`config.mk`:
```
export PLATFORM = sky130hd
export DESIGN_NAME = nibble_serial_adder_ctrl
export DESIGN_NICKNAME = d
export VERILOG_FILES = /design/src/rtl/nibble_serial_adder_ctrl.sv
export SDC_FILE = /design/constraint.sdc
export NUM_CORES = 1
export LEC_CHECK = 0
export CAP_MARGIN = 40
export CORE_UTILIZATION = 44
export DETAILED_ROUTE_END_ITERATION = 10
export PLACE_DENSITY = 0.76
export SLEW_MARGIN = 20
export SYNTH_ARGS = -nofsm -noshare
export SYNTH_HDL_FRONTEND = slang
export SYNTH_SLANG_ARGS = --single-unit
```
`constraint.sdc`:
```
create_clock -name clk -period 1.6 [get_ports clk]
set_input_delay 0.48 -clock clk [delete_from_list [all_inputs] [get_ports clk]]
set_output_delay 0.48 -clock clk [all_outputs]
set_load 0.1 [all_outputs]
```
`src/rtl/nibble_serial_adder_ctrl.sv`:
```
// nibble_serial_adder_ctrl: adds two WIDTH-bit operands one nibble per cycle through an external 4-bit adder slice
module nibble_serial_adder_ctrl #(
  parameter int WIDTH = 16
) (
  input  logic             clk,
  input  logic             rst,
  input  logic             in_valid,
  output logic             in_ready,
  input  logic [WIDTH-1:0] in_a,
  input  logic [WIDTH-1:0] in_b,
  input  logic             in_cin,
  output logic             out_valid,
  input  logic             out_ready,
  output logic [WIDTH-1:0] out_sum,
  output logic             out_cout,
  output logic [3:0]       add_a,
  output logic [3:0]       add_b,
  output logic             add_cin,
  input  logic [3:0]       add_sum,
  input  logic             add_cout
);
  localparam int NIBBLES = WIDTH / 4;
  localparam int CW = NIBBLES > 1 ? $clog2(NIBBLES) : 1;
  localparam logic [CW-1:0] LAST = CW'(NIBBLES - 1);
  typedef enum logic [1:0] {IDLE, RUN, DONE} state_t;
  state_t state, state_nx;
  logic [CW-1:0] cnt;
  logic [WIDTH-1:0] a_sh, b_sh, sum_sh, sum_r, sum_nx;
  logic carry, cout_r, run, last, accept;
  assign run = state == RUN;
  assign last = run && cnt == LAST;
  assign in_ready = !rst && (state == IDLE || (state == DONE && out_ready));
  assign accept = in_valid && in_ready;
  assign add_a = run ? a_sh[3:0] : 4'd0;
  assign add_b = run ? b_sh[3:0] : 4'd0;
  assign add_cin = run && carry;
  assign sum_nx = WIDTH'({add_sum, sum_sh} >> 4);
  assign out_valid = state == DONE;
  assign out_sum = sum_r;
  assign out_cout = cout_r;
  always_comb state_nx = accept ? RUN : last ? DONE : (out_valid && out_ready) ? IDLE : state;
  always_ff @(posedge clk) state <= rst ? IDLE : state_nx;
  // sum_r is the visible result so it holds steady while the next op shifts sum_sh
  always_ff @(posedge clk) begin
    if (rst) begin
      cnt <= '0;
      a_sh <= '0;
      b_sh <= '0;
      carry <= 1'b0;
      sum_sh <= '0;
      sum_r <= '0;
      cout_r <= 1'b0;
    end else if (accept) begin
      cnt <= '0;
      a_sh <= in_a;
      b_sh <= in_b;
      carry <= in_cin;
      sum_sh <= '0;
    end else if (run) begin
      cnt <= cnt + 1'b1;
      a_sh <= a_sh >> 4;
      b_sh <= b_sh >> 4;
      carry <= add_cout;
      sum_sh <= sum_nx;
      if (last) begin
        sum_r <= sum_nx;
        cout_r <= add_cout;
      end
    end
  end
endmodule
```
==> impl_metrics.env <==
export IMPL_status="finished with violations"
export IMPL_violations="setup timing"
export IMPL_hold_path_end="out_sum[1]"
export IMPL_firstDrtPassIters=4
export IMPL_ctsHoldBuffers=0
export IMPL_insertion_delay_ps=340
export IMPL_syn_nets=343
export IMPL_syn_cell_area_um2=2770
export IMPL_wirelength_um=6553
export IMPL_cts_root_buffer="clkbuf_8"
export IMPL_timing_final_ws_setup_ps=-256.3
export IMPL_cpLargestDelayFamily="simple AND/OR/NAND/NOR gates"
export IMPL_slew_limit_headroom_pct=76.85
export IMPL_path_cells="and2b_2 > buf_12 > and2_4 > buf_12"
export IMPL_hold_depth=2
export IMPL_place_congestion=0.7571
export IMPL_grt_pass1_vias=2246
export IMPL_critical_path_arrival_ps=1380
export IMPL_path_common_cell="buf_12"
export IMPL_cts_tree="done"
export IMPL_port_buffers=69
export IMPL_num_vias=2362
export IMPL_drive_gt1_share_pct=25.26
export IMPL_synth_area_per_cell_um2=9.234
export IMPL_finalMaxSlewViolations=0
export IMPL_wl_per_cell_um=14.28
export IMPL_crit_path_start_kind="flip-flop"
export IMPL_ir_worst_vdd_mv=0.5049
export IMPL_syn_to_final_growth_pct=48.96
export IMPL_rows=28
export IMPL_crit_type="reg -> out"
export IMPL_post_route_min_period_ps=1856
export IMPL_r2r_end="a_sh[7]"
export IMPL_stdcell_area_um2=4126
export IMPL_setup_violations_final=11
export IMPL_ant_nets=0
export IMPL_cp_slowest_stage_delay_ps=340
export IMPL_whs_ps=457.7
export IMPL_grt_pass1_wl_um=10380
export IMPL_register_area_um2=1324
export IMPL_hold_path_class="reg -> reg"
export IMPL_worstPathRequired_ps=1120
export IMPL_antenna_found_initial=0
export IMPL_pre_cts_ws_ps=-314.4
export IMPL_maxCapViolations=0
export IMPL_coreArea_um2=5991
export IMPL_dpl_cell_area_um2=3874
export IMPL_yosysSeqAreaShare_pct=47.70
export IMPL_ys_types=28
export IMPL_vias_per_cell=5.146
export IMPL_min_period_over_period_pct=116.0
export IMPL_timing_rr_start="state[1]"
export IMPL_dieArea_um2=6617
export IMPL_path_buf_inv=2
export IMPL_drt_initial_drc_count=75
export IMPL_cts_sinks=66
export IMPL_finalHoldViolCount=0
export IMPL_initial_utilization_pct=46.24
export IMPL_rsz0062_at_grt="true"
export IMPL_synth_seq_cells=66
export IMPL_worst_pin_slew_ps=347.3
export IMPL_clk_path_buf_depth=2
export IMPL_holdCritStartpoint="sum_sh[5]"
export IMPL_ys_warn_count=0
export IMPL_cts_buffers=9
export IMPL_htreeDepth=3
export IMPL_dpl_cell_count=437
export IMPL_die_w_um=81.35
export IMPL_grt_max_degree=34
export IMPL_cp_slowest_cell="dfxtp_2"
export IMPL_n_antenna_cell=0
export IMPL_fmax_ghz=0.5387
export IMPL_die_h_um=81.35
export IMPL_hpwl_um=4376
export IMPL_utilization_pct=68.88
export IMPL_path_clk_slew_ps=80
export IMPL_endpoint_kind="output pin"
export IMPL_r2r_slack_ps=90
export IMPL_critPathMaxFanout=8
export IMPL_remaining_drc_errors=0
export IMPL_grt_use_total_pct=20.74
export IMPL_leakage_nw=1.615
export IMPL_multiInputGateArea_um2=1232
export IMPL_ios=70
export IMPL_reg2reg_depth=6
export IMPL_p_per_area_nw_per_um2=848.2
export IMPL_overflow=0
export IMPL_fin_worst_skew_ps=5.548
export IMPL_synthCells=300
export IMPL_nets=422
export IMPL_instances_no_fill=459
export IMPL_nFillCells=430
-- tightest hold or removal path: cells and delay by family, from the launching register on --
kind | cells | cell delay (ps)
compound gates | 1 | 50
flops | 1 | 310
simple gates | 1 | 50
-- cells in the mapped netlist (all sizes together) --
library cell	n	area, um2
buf	19	148.9
nor3b	8	60.06
nand3b	1	7.510
and3b	1	8.760
nor2	2	7.510
and2b	1	7.510
inv	26	97.59
nand2b	2	15.02
and2	10	62.56
xnor2	1	8.760
a31o	1	8.760
o21ai	1	5.000
mux2i	25	250.2
mux2	8	90.09
ha	1	12.51
dfxtp	66	1321
a221oi	25	219.0
clkbuf	6	22.52
nor2b	1	6.260
and3	1	11.26
nand2	61	229.0
a21oi	32	160.2
nand3	1	10.01
-- flip-flops by register name, summed over array words and instances, names as in the netlist --
signal    count
out_cout      1
b_sh         16
state         2
a_sh         16
cnt           2
out_sum      16
carry         1
sum_sh       12
-- per-layer routing --
metal	up-vias	share of wire [%]	GRT usage, %
met5	-	0	0
met4	0	0.99	5.893
met3	5	4.2	5.393
met2	61	49	34.83
met1	1118	46	25.99
li1	1178	-	-
-- cell type report --
cell class                      count  area share [%]
Timing Repair Buffer               93           29.32
Clock buffer                        9           3.002
Tap cell                           75           2.274
Inverter                           26           2.365
Sequential cell                    66           32.08
Clock inverter                      7           1.092
Multi-Input combinational cell    183           29.87
-- cells by family after synthesis --
group	count (synthesis)	synth area share [%]
fa+ha+maj	1	0.4516
mux	33	12.29
simple gates	89	15.36
compound gates	59	14.18
buf+inv	51	9.711
flops	66	47.70
xor+xnor	1	0.3162
-- worst max path at each step --
stage	startpoint	end	slack (ps)	cells after the start
6_report	state[1]	add_a[3]	-260	4
3_5_place_dp	out_ready	in_ready	-310	4
4_1_cts	state[1]	add_a[3]	-270	4
5_1_grt	state[1]	add_a[2]	-300	4
3_3_place_gp	out_ready	in_ready	-310	4
2_1_floorplan	state[1]	out_valid	-110	1
-- layout by cell type (no fill, tap or decap), types with 2 or more instances in the layout --
cell / n
inv_1: 26
mux2_2: 8
dfxtp_2: 2
mux2i_1: 25
buf_6: 4
clkdlybuf4s50_1: 39
nand2_1: 61
clkinv_2: 4
and2_4: 10
nor3b_1: 8
dfxtp_1: 64
clkbuf_8: 9
buf_12: 32
a221oi_1: 24
a21oi_1: 32
buf_4: 16
-- stage by stage --
stage / TNS (ps) / total power [mW]
after global placement: -9002 / 2.274
after global routing: -2999 / 3.629
after floorplan: -468.0 / 2.097
after detailed placement: -10480 / 2.290
final: -2577 / 3.500
after CTS: -2462 / 3.502
-- what timing repair did --
| action | in CTS | in global routing |
|---|---|---|
| hold endpoints to repair | 0 | 0 |
| resized for setup | 11 | 1 |
| setup buffers | 6 | 2 |
| setup endpoints to repair | 11 | 17 |
| pin swaps | 5 | 2 |
-- power by group --
group / internal, mW / total [mW] / switching (mW)
combinational: 0.276 / 0.530 / 0.254
sequential: 1.71 / 1.75 / 0.0382
clock: 0.558 / 1.22 / 0.663
total: 2.55 / 3.50 / 0.954
No activity file was read; power rests on OpenSTA's default activity.
